$ cat src/rtl/issue_queue.sv
// Decoded-instruction buffer feeding the dual-issue unit: up to two enqueues and
// two retirements per cycle, oldest two entries exposed as head0/head1.
module issue_queue #(
  parameter int DEPTH   = 8,
  parameter int ENTRY_W = 64,
  localparam int PW = $clog2(DEPTH),
  localparam int CW = $clog2(DEPTH + 1)
) (
  input  logic               clk,
  input  logic               rst_n,
  input  logic               flush,
  input  logic               enq0_valid,
  input  logic [ENTRY_W-1:0] enq0_data,
  input  logic               enq1_valid,
  input  logic [ENTRY_W-1:0] enq1_data,
  output logic               enq_ready,
  output logic               head0_valid,
  output logic [ENTRY_W-1:0] head0_data,
  output logic               head1_valid,
  output logic [ENTRY_W-1:0] head1_data,
  input  logic               issue0,
  input  logic               issue1,
  output logic [CW-1:0]      count,
  output logic               proto_err
);

  logic [DEPTH-1:0][ENTRY_W-1:0] r_mem;
  logic [PW-1:0]                 r_rd_ptr, r_wr_ptr;
  logic [CW-1:0]                 r_count;
  logic                          r_proto_err;

  logic [CW-1:0] w_n_enq, w_n_deq;
  logic          w_enq_err, w_deq_err;
  logic [PW-1:0] w_rd_ptr1;

  assign w_rd_ptr1   = r_rd_ptr + PW'(1);
  assign head0_valid = (r_count != '0);
  assign head1_valid = (r_count >= CW'(2));
  assign head0_data  = head0_valid ? r_mem[r_rd_ptr]  : '0;
  assign head1_data  = head1_valid ? r_mem[w_rd_ptr1] : '0;
  // Ready looks only at registered occupancy so there is no issue->ready path.
  assign enq_ready   = (r_count <= CW'(DEPTH - 2));
  assign count       = r_count;
  assign proto_err   = r_proto_err;

  always_comb begin
    w_n_enq = '0;
    if (enq_ready && enq0_valid) w_n_enq = enq1_valid ? CW'(2) : CW'(1);
    w_enq_err = (enq1_valid && !enq0_valid) || ((enq0_valid || enq1_valid) && !enq_ready);
  end

  // A partially invalid dual issue still retires the valid head0 part.
  always_comb begin
    w_n_deq = '0;
    if (issue0 && head0_valid) w_n_deq = (issue1 && head1_valid) ? CW'(2) : CW'(1);
    w_deq_err = (issue1 && !issue0) || (issue0 && !head0_valid) || (issue1 && !head1_valid);
  end

  always_ff @(posedge clk or negedge rst_n) begin
    if (!rst_n) begin
      r_rd_ptr    <= '0;
      r_wr_ptr    <= '0;
      r_count     <= '0;
      r_proto_err <= 1'b0;
    end else if (flush) begin
      r_rd_ptr <= '0;
      r_wr_ptr <= '0;
      r_count  <= '0;
    end else begin
      r_rd_ptr <= r_rd_ptr + PW'(w_n_deq);
      r_wr_ptr <= r_wr_ptr + PW'(w_n_enq);
      r_count  <= r_count + w_n_enq - w_n_deq;
      if (w_enq_err || w_deq_err) r_proto_err <= 1'b1;
    end
  end

  always_ff @(posedge clk) begin
    if (!flush && w_n_enq != '0) begin
      r_mem[r_wr_ptr] <= enq0_data;
      if (w_n_enq == CW'(2)) r_mem[r_wr_ptr + PW'(1)] <= enq1_data;
    end
  end

  a_count_bound: assert property (@(posedge clk) disable iff (!rst_n) r_count <= CW'(DEPTH));

endmodule

$ cat config.mk
export PLATFORM = sky130hd
export DESIGN_NAME = issue_queue
export DESIGN_NICKNAME = d
export VERILOG_FILES = /design/src/rtl/issue_queue.sv
export SDC_FILE = /design/constraint.sdc
export NUM_CORES = 2
export LEC_CHECK = 0
export BUFFER_PORTS_ARGS = -buffer_cell sky130_fd_sc_hd__buf_2
export CAP_MARGIN = 20
export CORE_ASPECT_RATIO = 0.75
export CORE_MARGIN = 5
export CORE_UTILIZATION = 56
export DETAILED_ROUTE_END_ITERATION = 6
export GPL_ROUTABILITY_DRIVEN = 0
export MAX_ROUTING_LAYER = met4
export PLACE_DENSITY_LB_ADDON = 0.1
export SLEW_MARGIN = 20
export SYNTH_ARGS = -nofsm -noshare
export SYNTH_HDL_FRONTEND = slang
export SYNTH_SLANG_ARGS = --single-unit
$ cat constraint.sdc
create_clock -name clk -period 24.3 [get_ports clk]
set_clock_uncertainty 0.2 [all_clocks]
set_input_delay 3.645 -clock clk [delete_from_list [all_inputs] [get_ports clk]]
set_output_delay 3.645 -clock clk [all_outputs]
set_load 0.02 [all_outputs]
==> impl_metrics.toml <==
[power]
ir_drop_mv = 0.0871
power.total_uw = 4270
p_per_area_nw_per_um2 = 105
power.leakage_uw = 0.0148

[sta]
worstMarginPinSlew_ps = 1190
setup_viol = 0
hold_viol = 0
relSlewSlack_pct = 20.8
max_freq_mhz = 124
slew_violations = 0
fin_crit_sh_pct = 33.1
rsz0062_at_grt = "no"
period_minus_slack_ps = 8030
holdWs_ps = 324
fin_tns_setup_ps = 0

[global_routing]
grt_first_pass_wirelength_um = 153000
grt.overflow.total = 0
grt_max_degree = 195
grt.total_usage_pct = 29.2
antenna_found_initial = 19
grt_pass1_vias = 23494

[synth]
async_reset_ff_share_pct = 2.10
yosys_most_used_dff = "edfxtp_1"
avgSynthCellArea_um2 = 16.6
synth_cells = 2212
ys_seq_area_share_pct = 42.7
netlist_area_um2 = 36700
ys_ff_latch = 523
yosys.cell_types.count = 39
synth_edf_count = 512
yosysWarnings = 0
synth_nets = 2361

[cts]
htree_levels = 2
cts_tree = "done"
ctsHoldBuffers = 0
path_clk_slew_ps = 70
cts_made_buffers = 57
clk_latency_ps = 630
cts.root.buffer_cell = "clkbuf_16"
cts_resized = 0
clock-sinks = 523
clk_path_buf_depth = 3
post_cts_buffers = 0

[setup_path]
reg2reg_to = "r_mem[169]"
startpoint = "r_rd_ptr[0]"
crit_path_max_fanout = 100
endpoint_kind = "output pin"
crit_type = "register to output pin"
critPathArrivalTime_ps = 4190
rr_worst_depth = 8
rrSetupSlack_ps = 19500
start_kind = "register"
cp-endpoint = "head0_data[4]"
worstPathRequired_ps = 20450
r2r_start = "count[3]"

[placed_design]
port_buffers = 270
placed_area_um2 = 38600
hpwl_um = 56900

[routing]
drtIter0Drc = 2069
wl_um = 103000
drc_errors = 0
vias = 22701
vias_per_cell = 6.81
postRouteAntennaNets = 0
wire_per_inst_um = 31.0
drtPass1Iterations = 5

[finish]
final_common_cell = "mux2_2"
finalCoreUtilization_pct = 62.4
final_cell_mix = "741 x mux2_2, 512 x edfxtp_1, 270 x buf_2, 256 x mux4_2, 240 x mux2_4"
area_growth_pct = 10.7
drive_gt1_share_pct = 68.0
fin_nets = 2544
final_cell_area_um2 = 40600

[hold_path]
min_path_type = "register to register"

[die]
die_height_um = 232
num_io_pins = 271
rows = 81
die_width_um = 305
coreArea_um2 = 65100
die_area_um2 = 70800
initial_core_util_pct = 56.4

[job]
drv_cap = 0

[status]
status = "complete, no violations"
==> layer usage <==
metal / track usage (%) / part of all wire [%] / wire (µm) / vias up
met1: 37.8 / 41 / 42000 / 12016
met3: 4.27 / 6.6 / 6810 / 212
met5: - / 0 / 0 / -
met4: 9.02 / 2.8 / 2840 / 0
met2: 48.3 / 50 / 51600 / 889
li1: - / - / - / 9584
==> registers in the layout, summed over array words and instances (netlist names) <==
| register | cells |
|---|---|
| r_mem | 512 |
| count | 4 |
| r_rd_ptr | 3 |
| r_wr_ptr | 3 |
| proto_err | 1 |
==> through the flow <==
| step | setup slack [ps] | cells |
|---|---|---|
| 4_1_cts | 15780 | 3309 |
| 3_5_place_dp | 16480 | 3205 |
| 5_1_grt | 15900 | 3329 |
| 2_1_floorplan | 6260 | 2212 |
| 6_report | 16270 | 3332 |
| 3_3_place_gp | 16560 | 3205 |
==> area by class of cell <==
| class | count | area, µm² |
|---|---|---|
| fill | 4796 | 24500 |
| sequential | 523 | 15700 |
| antenna | 21 | 52.6 |
| timing repair buffer | 315 | 1760 |
| multi-input combinational | 1484 | 20100 |
| tap | 871 | 1090 |
| clock buffer | 77 | 1590 |
| clock inverter | 27 | 307 |
| inverter | 14 | 52.6 |
==> synth_stat cells (3+ instances only) <==
| master | n | area (µm²) |
|---|---|---|
| buf_4 | 4 | 30.0 |
| buf_2 | 84 | 420 |
| nand3_1 | 6 | 30.0 |
| nor2b_1 | 4 | 25.0 |
| fa_1 | 4 | 80.1 |
| xnor2_1 | 4 | 35.0 |
| ha_1 | 10 | 125 |
| dfrtp_1 | 11 | 275 |
| buf_1 | 3 | 11.3 |
| edfxtp_1 | 512 | 15400 |
| a21oi_1 | 4 | 20.0 |
| inv_1 | 14 | 52.6 |
| xor2_1 | 3 | 26.3 |
| a22o_1 | 128 | 1120 |
| mux4_2 | 256 | 5770 |
| clkbuf_1 | 76 | 285 |
| mux2_2 | 741 | 8340 |
| mux2_4 | 240 | 3600 |
| mux2_1 | 43 | 484 |
| buf_6 | 24 | 270 |
| nor2_1 | 11 | 41.3 |
| nand2_1 | 5 | 18.8 |
==> how the worst min path moves through the flow <==
| stage | startpoint | endpoint | slack, ps | depth (start not counted) |
|---|---|---|---|---|
| floorplan | r_rd_ptr[2] | r_rd_ptr[2] | 360 | 2 |
| global placement | proto_err | proto_err | 300 | 1 |
| detailed placement | proto_err | proto_err | 310 | 1 |
| CTS | proto_err | proto_err | 330 | 1 |
| global route | proto_err | proto_err | 350 | 1 |
| finish | proto_err | proto_err | 320 | 1 |
==> critical path, stage by stage (launching register included) <==
cell and delay (ps):
dfrtp_4 770, buf_12 310, buf_12 600, buf_6 670, mux4_2 610, a22o_1 240, buf_2 170
==> power breakdown <==
part	leakage (µW)	switching [µW]	internal [µW]	total (µW)
registers	0.00489	101	1180	1280
clock network	0.000934	378	531	908
logic	0.00895	1090	999	2090
==> kinds of logic (layout without fill, tap and decap cells) <==
group                      after synthesis  after routing  share of synthesized area, %
muxes                                 1280           1280                          49.6
DFF                                    523            523                          42.7
buffers and inverters                  205            433                          2.92
AOI/OAI and AO/OA                      138            138                          3.27
and+or+nand+nor                         45             45                         0.795
adders and majority gates               14             14                         0.560
xor gates and xnor gates                 7              7                         0.167
other                                    0             21                             0
Note: power is estimated with default switching activity, not from simulation.
